<file path="src/rtl/uart_pkg.sv">
// Shared types and helpers for the UART TX arbiter.
package uart_pkg;

    typedef enum logic [1:0] {
        IDLE  = 2'd0,
        LOCK  = 2'd1,
        DRAIN = 2'd2
    } arb_state_e;

    // Index width for a requester vector, never narrower than one bit.
    function automatic int unsigned idx_width(input int unsigned n);
        return (n > 1) ? $clog2(n) : 1;
    endfunction

endpackage

</file>
<file path="src/rtl/uart_rr_picker.sv">
// Combinational round-robin picker: first requester at or after ptr, wrapping.
module uart_rr_picker
    import uart_pkg::*;
#(
    parameter int unsigned NREQ = 4,
    parameter int unsigned IDXW = 2
) (
    input  logic [NREQ-1:0] req,
    input  logic [IDXW-1:0] ptr,
    output logic [NREQ-1:0] grant,
    output logic [IDXW-1:0] idx,
    output logic            any
);

    int unsigned cand;

    always_comb begin
        grant = '0;
        idx   = '0;
        any   = 1'b0;
        cand  = 0;
        for (int unsigned k = 0; k < NREQ; k++) begin
            cand = (32'(ptr) + k) % NREQ;
            if (!any && req[cand]) begin
                any         = 1'b1;
                idx         = IDXW'(cand);
                grant[cand] = 1'b1;
            end
        end
    end

endmodule

</file>
<file path="src/rtl/uart_tx_arbiter.sv">
// Round-robin arbiter sharing one UART TX byte channel between NREQ packet sources.
// Optional grant watchdog enabled by defining UART_ARB_WATCHDOG_EN.
module uart_tx_arbiter
    import uart_pkg::*;
#(
    parameter int unsigned NREQ           = 4,
    parameter int unsigned BYTESIZES      = 8,
    parameter int unsigned TIMEOUT_CYCLES = 50_000
) (
    input  logic                      clock,
    input  logic                      nreset,
    input  logic [NREQ-1:0]           req_valid_in,
    input  logic [NREQ*BYTESIZES-1:0] req_data_in,
    input  logic [NREQ-1:0]           req_last_in,
    output logic [NREQ-1:0]           req_ready_out,
    output logic [NREQ-1:0]           grant_out,
    output logic                      tx_valid_out,
    output logic [BYTESIZES-1:0]      tx_data_out,
    input  logic                      tx_ready_in,
    output logic                      timeout_out
);

    localparam int unsigned IDXW = idx_width(NREQ);

    localparam logic [1:0] ST_IDLE  = 2'(IDLE);
    localparam logic [1:0] ST_LOCK  = 2'(LOCK);
    localparam logic [1:0] ST_DRAIN = 2'(DRAIN);

    if (NREQ < 2 || NREQ > 8 || BYTESIZES == 0 || TIMEOUT_CYCLES < 2) begin : g_param_check
        $error("uart_tx_arbiter: parameter out of range");
    end

    logic [1:0]           state, state_nx;
    logic [IDXW-1:0]      ptr, ptr_nx;
    logic [IDXW-1:0]      g_idx, g_idx_nx;
    logic [NREQ-1:0]      grant_nx;
    logic                 tx_valid_nx;
    logic [BYTESIZES-1:0] tx_data_nx;

    logic [NREQ-1:0]      pick_grant;
    logic [IDXW-1:0]      pick_idx;
    logic                 pick_any;

    logic                 slot_free_c;
    logic                 accept_c;
    logic                 last_c;
    logic                 timeout_c;
    logic [BYTESIZES-1:0] lane_data_c;

    uart_rr_picker #(
        .NREQ (NREQ),
        .IDXW (IDXW)
    ) u_picker (
        .req   (req_valid_in),
        .ptr   (ptr),
        .grant (pick_grant),
        .idx   (pick_idx),
        .any   (pick_any)
    );

    // The TX slot can take a byte when empty or being emptied this cycle.
    assign slot_free_c = !tx_valid_out || tx_ready_in;
    assign accept_c    = (state == ST_LOCK) && req_valid_in[g_idx] && slot_free_c;
    assign last_c      = req_last_in[g_idx];

    always_comb begin
        lane_data_c = '0;
        for (int unsigned i = 0; i < NREQ; i++) begin
            if (g_idx == IDXW'(i)) begin
                lane_data_c = req_data_in[i*BYTESIZES +: BYTESIZES];
            end
        end
    end

    always_comb begin
        req_ready_out = '0;
        if (state == ST_LOCK) begin
            req_ready_out = grant_out & {NREQ{slot_free_c}};
        end
    end

`ifdef UART_ARB_WATCHDOG_EN
    logic [31:0] wd_cnt;

    // Fires on the idle cycle that brings the count to TIMEOUT_CYCLES-1.
    assign timeout_c = (state == ST_LOCK) && !accept_c
                       && ((wd_cnt + 32'd1) == 32'(TIMEOUT_CYCLES - 1));

    always_ff @(posedge clock or negedge nreset) begin
        if (!nreset) begin
            wd_cnt      <= '0;
            timeout_out <= 1'b0;
        end else begin
            timeout_out <= timeout_c;
            if (state != ST_LOCK || accept_c || timeout_c) begin
                wd_cnt <= '0;
            end else begin
                wd_cnt <= wd_cnt + 32'd1;
            end
        end
    end
`else
    assign timeout_c   = 1'b0;
    assign timeout_out = 1'b0;
`endif

    // Next-state and registered-output logic.
    always_comb begin
        state_nx    = state;
        grant_nx    = grant_out;
        ptr_nx      = ptr;
        g_idx_nx    = g_idx;
        tx_valid_nx = tx_valid_out;
        tx_data_nx  = tx_data_out;

        if (accept_c) begin
            tx_valid_nx = 1'b1;
            tx_data_nx  = lane_data_c;
        end else if (tx_ready_in) begin
            tx_valid_nx = 1'b0;
        end

        case (state)
            ST_IDLE: begin
                if (pick_any) begin
                    grant_nx = pick_grant;
                    g_idx_nx = pick_idx;
                    state_nx = ST_LOCK;
                end
            end
            ST_LOCK: begin
                if ((accept_c && last_c) || timeout_c) begin
                    state_nx = ST_DRAIN;
                end
            end
            ST_DRAIN: begin
                if (!tx_valid_out) begin
                    grant_nx = '0;
                    ptr_nx   = (g_idx == IDXW'(NREQ - 1)) ? '0 : g_idx + IDXW'(1);
                    state_nx = ST_IDLE;
                end
            end
            default: begin
                state_nx = ST_IDLE;
                grant_nx = '0;
            end
        endcase
    end

    always_ff @(posedge clock or negedge nreset) begin
        if (!nreset) begin
            state        <= ST_IDLE;
            ptr          <= '0;
            g_idx        <= '0;
            grant_out    <= '0;
            tx_valid_out <= 1'b0;
            tx_data_out  <= '0;
        end else begin
            state        <= state_nx;
            ptr          <= ptr_nx;
            g_idx        <= g_idx_nx;
            grant_out    <= grant_nx;
            tx_valid_out <= tx_valid_nx;
            tx_data_out  <= tx_data_nx;
        end
    end

endmodule
</file>
<file path="config.mk">
export PLATFORM = sky130hd
export DESIGN_NAME = uart_tx_arbiter
export DESIGN_NICKNAME = d
export VERILOG_FILES = /design/src/rtl/uart_pkg.sv /design/src/rtl/uart_rr_picker.sv /design/src/rtl/uart_tx_arbiter.sv
export SDC_FILE = /design/constraint.sdc
export NUM_CORES = 1
export LEC_CHECK = 0
export ABC_AREA = 1
export CELL_PAD_IN_SITES_DETAIL_PLACEMENT = 1
export CELL_PAD_IN_SITES_GLOBAL_PLACEMENT = 1
export CORE_ASPECT_RATIO = 1.4
export CORE_MARGIN = 1.5
export CORE_UTILIZATION = 32
export CTS_BUF_LIST = sky130_fd_sc_hd__clkbuf_8
export CTS_CLUSTER_DIAMETER = 150
export CTS_CLUSTER_SIZE = 24
export DETAILED_ROUTE_END_ITERATION = 8
export GPL_ROUTABILITY_DRIVEN = 1
export PLACE_DENSITY_LB_ADDON = 0.2
export SYNTH_ARGS = -nofsm -noshare
export SYNTH_HDL_FRONTEND = slang
export SYNTH_SLANG_ARGS = --single-unit
export TNS_END_PERCENT = 30
</file>
<file path="constraint.sdc">
create_clock -name clock -period 2.2 [get_ports clock]
set_clock_uncertainty 0.15 [all_clocks]
set_input_delay 0.44 -clock clock [delete_from_list [all_inputs] [get_ports clock]]
set_output_delay 0.44 -clock clock [all_outputs]
set_load 0.01 [all_outputs]
</file>
=== Word level (Yosys, flattened, before mapping) ===
Index checks and enable logic that the tools add are counted.

* Add/sub/neg operators: 4
* Magnitude comparators: 9
* Equality and inequality tests: 8
* Multiplexer cells: 47
* Bitwise operators: 6
* Reduce and logical (&&, ||, !) cells: 22

{| class="wikitable"
|+ Operators by type and width
! kind !! number
|-
| two-way mux 8 bit || 4
|-
| two-way mux 4 bit || 7
|-
| two-way mux 1 bit || 16
|-
| two-way mux 2 bit || 8
|-
| < comparator 2 x 3 -> 1 bit, second input constant || 5
|-
| binary-select mux 1 bit (select 2 bit) || 6
|-
| bitwise OR 4 bit || 3
|-
| one-hot mux 4 bit (3 select lines) || 1
|-
| logical AND 1 bit || 10
|-
| demux 1 bit (select 2 bit) || 4
|-
| greater-or-equal comparator 2 x 1 -> 1 bit, second input constant || 4
|-
| == test 2 bit, second input constant || 3
|-
| one-hot mux 2 bit (3 select lines) || 1
|-
| AND reduction 3 bit || 2
|-
| adder 2 x 1 -> 2 bit, second input constant || 2
|-
| adder 2 bit, second input constant || 2
|-
| bitwise AND 4 bit || 1
|-
| == test 2 x 1 -> 1 bit, second input constant || 2
|-
| logical NOT 1 bit || 4
|-
| logical NOT 2 bit || 2
|-
| != test 2 bit, second input constant || 2
|-
| AND reduction 2 bit || 2
|-
| != test 2 x 1 -> 1 bit, second input constant || 1
|-
| NOT 1 bit || 2
|-
| 2 further kinds || 2
|}

* Bits in registers: 19
* Bits of input ports: 43
* Output and inout port bits: 18
* Logic and storage cells: 102

=== Depth between registers and ports, before layout ===
* Word-level depth: 14
* Mapped depth: 12

=== By module ===
A second synthesis with hierarchy kept.

* Cells, all modules: 238
* Area, all modules: 1650.3 um^2

{| class="wikitable"
|+ Modules (own cells, without submodules)
! module !! instances !! cells an instance !! area each (um^2) !! seq. area each (um^2)
|-
| uart_tx_arbiter || 1 || 164 || 1209.9 || 475.5
|-
| uart_rr_picker || 1 || 74 || 440.4 || 0.0
|}

=== Worst setup path after synthesis ===
OpenSTA, ideal clock, no wires.

* Kind: flip-flop to flip-flop
* From: register ptr[0]
* To: register g_idx[0]
* Library setup time: 117 ps
* Data arrival time: 1613 ps
* Path slack: 320 ps
* Stages on the path, launching flop included: 13
* Cells stage by stage: dfrtp_1 -> buf_6 -> inv_8 -> ha_1 -> inv_1 -> nand2_1 -> nand2_2 -> nor2_4 -> nand3_2 -> nand2_1 -> inv_1 -> nand3_1 -> nand2_1

* Word-level cells in the longest chain between the ends: 13
* Elaborated cells on any way between the ends: 26
* Classes of those cells: add/sub (3); mux (16); reduce/logical (7)

{| class="wikitable"
|+ RTL lines
! what !! RTL line !! text
|-
| start: declaration || uart_tx_arbiter.sv:34 || <nowiki>logic [IDXW-1:0] ptr, ptr_nx;</nowiki>
|-
| start signal: assignment || uart_tx_arbiter.sv:160 || <nowiki>ptr <= ptr_nx;</nowiki>
|-
| parallel branches: the longest is 13 deep, another holds adder 2 x 1 -> 2 bit || n/a ||
|-
| end signal: assignment || uart_tx_arbiter.sv:161 || <nowiki>g_idx <= g_idx_nx;</nowiki>
|-
| end: declaration || uart_tx_arbiter.sv:35 || <nowiki>logic [IDXW-1:0] g_idx, g_idx_nx;</nowiki>
|}

Several ways; the timed one is not identified. The select of a mux whose other input is x is not followed.
A chain may end at the register's enable or synchronous reset.

=== Worst setup path after layout ===
* From: input tx_ready_in
* To: output req_ready_out[0]

* Word-level cells in the longest chain between the ends: 3

{| class="wikitable"
|+ RTL lines
! what !! RTL line !! text
|-
| start: declaration || uart_tx_arbiter.sv:19 || <nowiki>input logic tx_ready_in,</nowiki>
|-
| logical OR 1 bit || uart_tx_arbiter.sv:62 || <nowiki>assign slot_free_c = !tx_valid_out || tx_ready_in;</nowiki>
|-
| bitwise AND 4 bit || uart_tx_arbiter.sv:78 || <nowiki>req_ready_out = grant_out & {NREQ{slot_free_c}};</nowiki>
|-
| two-way mux 4 bit || uart_tx_arbiter.sv:77 || <nowiki>if (state == ST_LOCK) begin</nowiki>
|-
| end: declaration || uart_tx_arbiter.sv:15 || <nowiki>output logic [NREQ-1:0] req_ready_out,</nowiki>
|}

No other way between the ends.

==> flow_summary.ini <==
[power]
ir_worst_vdd_mv = 0.574
leakage_nw = 1.27
power.density_mw_per_mm2 = 1270

[synth]
synth_edf_count = 0
synth.top_cells.by_count = nand2_1, nand3_1, dfrtp_1
avgSynthCellArea_um2 = 7.06
synth_ff_type = dfrtp_1
ys_ff_latch = 19
netlist_area_mm2 = 0.00170
synth.most_common_cell = nand2_1
synth_cell_types = 28
ys_seq_area_share_pct = 27.9
yosys_warnings = 0
yosysTopAreaCellShare_pct = 27.9
yosysTopAreaCell = dfrtp_1
async_flop_share_pct = 100
synthesis.nets = 296
synth_area_leaders = dfrtp_1, nand2_1, ha_1
syn-instance-count = 241

[min_path]
min_path_cells = 2
hold_class = reg2reg
holdPathEnd = tx_data_out[0]
min_from = tx_data_out[0]

[drt]
wl_um = 5420
wl_per_cell_um = 14.2
num_vias = 1882
dr.pass1.iters = 4
drc = 0
via_per_inst = 4.91
ant_nets = 0
first_iter_violations = 68

[sta]
post-route-period-util_pct = 94.2
rsz0062_at_grt = no
setup_viol = 0
fmax_mhz = 483
min_period_ns = 2.07
worst_slack_ns = 0.129
final_max_slew_viol_count = 0
whs_ns = 0.339
hold_violations = 0

[floorplan]
num_rows = 31
die-width_um = 64.6
die_area_mm2 = 0.00577
start_util_pct = 33.0
core_area_mm2 = 0.00516
dieHeight_um = 89.3
pin_count = 61

[setup_path]
r2r_cells = 11
arrival_ns = 1.48
crit_required_ns = 1.61
critPathLaunchType = input pin
reg2reg_from = ptr[0]
path_max_fanout = 5
ff2ff_setup_slack_ns = 0.23
reg2reg_to = grant_out[1]
critPathCaptureType = primary output
critPathKind = in2out

[cells_and_area]
final_core_util_pct = 48.9
finalNetCount = 373
num_antenna_cells = 0
drive_gt1_share_pct = 15.1
area_delta_synth_final_pct = 48.2
fill_cells = 672

[cts]
clock_sinks = 19
cts_root_buf = clkbuf_8
cts.clk_slew.worst_paths_ns = 0.08
cts_buffer_depth = 2
post_cts_resized = 4
cts_inserted_buffers = 3
htreeDepth = 1
cts_setup_buffers = 0
cts_tree = yes
postCtsHoldBufs = 0
clock_latency_ns = 0.26

[global_route]
grt_max_degree = 20
grt_overflow = 0
antenna_found_initial = 0
grt_pass1_wl_um = 9120
grt_usage_pct = 20.4
grt_pass1_vias = 1988

[placed_design]
dp_hpwl_um = 4470
gp_congestion = 0.837
pre_cts_slack_ns = -0.151
port_buffers = 59

[outcome]
status = completed

[flow_run]
max_cap_violations = 0
## worst max-delay path by stage
| stage | from | endpoint | slack, ns | cells after the start |
|---|---|---|---|---|
| finish | tx_ready_in | req_ready_out[0] | 0.13 | 6 |
| global route | tx_ready_in | req_ready_out[0] | 0.01 | 6 |
| CTS | tx_ready_in | req_ready_out[0] | 0.12 | 6 |
| detailed placement | tx_ready_in | req_ready_out[0] | -0.15 | 6 |
| global placement | tx_ready_in | req_ready_out[0] | -0.12 | 6 |
| floorplan | ptr[0] | g_idx[0] | 0.32 | 12 |
## cells by family after synthesis
logic type | Yosys count | synth area share (%)
buf+inv | 27 | 7.50
other cells | 1 | 0.220
flops | 19 | 27.9
fa+ha+maj | 12 | 8.82
simple gates | 147 | 41.8
compound gates | 35 | 13.7
## cells in the final DEF (no fill, tap or decap), types with 2 or more instances in the layout
cell type         n
inv_1            15
buf_4            20
a21o_1            8
inv_2             3
clkdlybuf4s50_1  55
nand4_1           5
nor2_1           12
a21oi_1           7
nand2_4           6
dlygate4sd2_1     4
dfrtp_1          19
clkbuf_8          3
nand2_2           7
a21boi_0          4
o21ai_0           5
nand3_4           2
nor2_4            2
o211ai_1          8
nand3_1          27
nand2_1          84
ha_1             12
## metal layers
layer | track usage (%) | vias up | share of wire, % | wire [µm]
met5 | 0 | - | 0 | 0
met4 | 6.77 | 0 | 2.5 | 138
met3 | 3.53 | 9 | 4.5 | 246
met2 | 40.5 | 50 | 54 | 2930
met1 | 21.6 | 886 | 39 | 2110
li1 | - | 937 | - | -
## where the power goes
group          total, W  internal, W  switching, W
clock network  0.000247     0.000126      0.000120
logic           0.00233     0.000977       0.00136
registers      0.000627     0.000494      0.000132
total           0.00321      0.00160       0.00161
## registers in the layout, summed over array words and instances (netlist names)
register / flops
state: 2
ptr: 2
tx_valid_out: 1
tx_data_out: 8
g_idx: 2
grant_out: 4
## per-stage QoR
step	TNS [ns]	power, W	area [µm²]	instances
after floorplan	0	0.00211	1700	241
after CTS	0	0.00326	2520	383
after detailed placement	-0.732	0.00300	2480	379
final	0	0.00321	2520	383
after global placement	-0.495	0.00293	2480	379
after global routing	0	0.00354	2520	383
## area by class of cell
cell class	instances	area [µm²]	share of cell area (%)
multi-input combinational	195	1100	43.6
timing repair buffer	79	736	29.2
sequential	19	475	18.9
inverter	20	82.6	3.28
tap	66	82.6	3.28
clock buffer	3	41.3	1.64
clock inverter	1	5.00	0.199
## critical path: stages
cell	delay (ns)
clkdlybuf4s50_1	0.45
nor2_1	0.05
inv_1	0.11
nand2_1	0.07
nor2_1	0.07
dlygate4sd2_1	0.27
(Power assumes the default switching activity.)
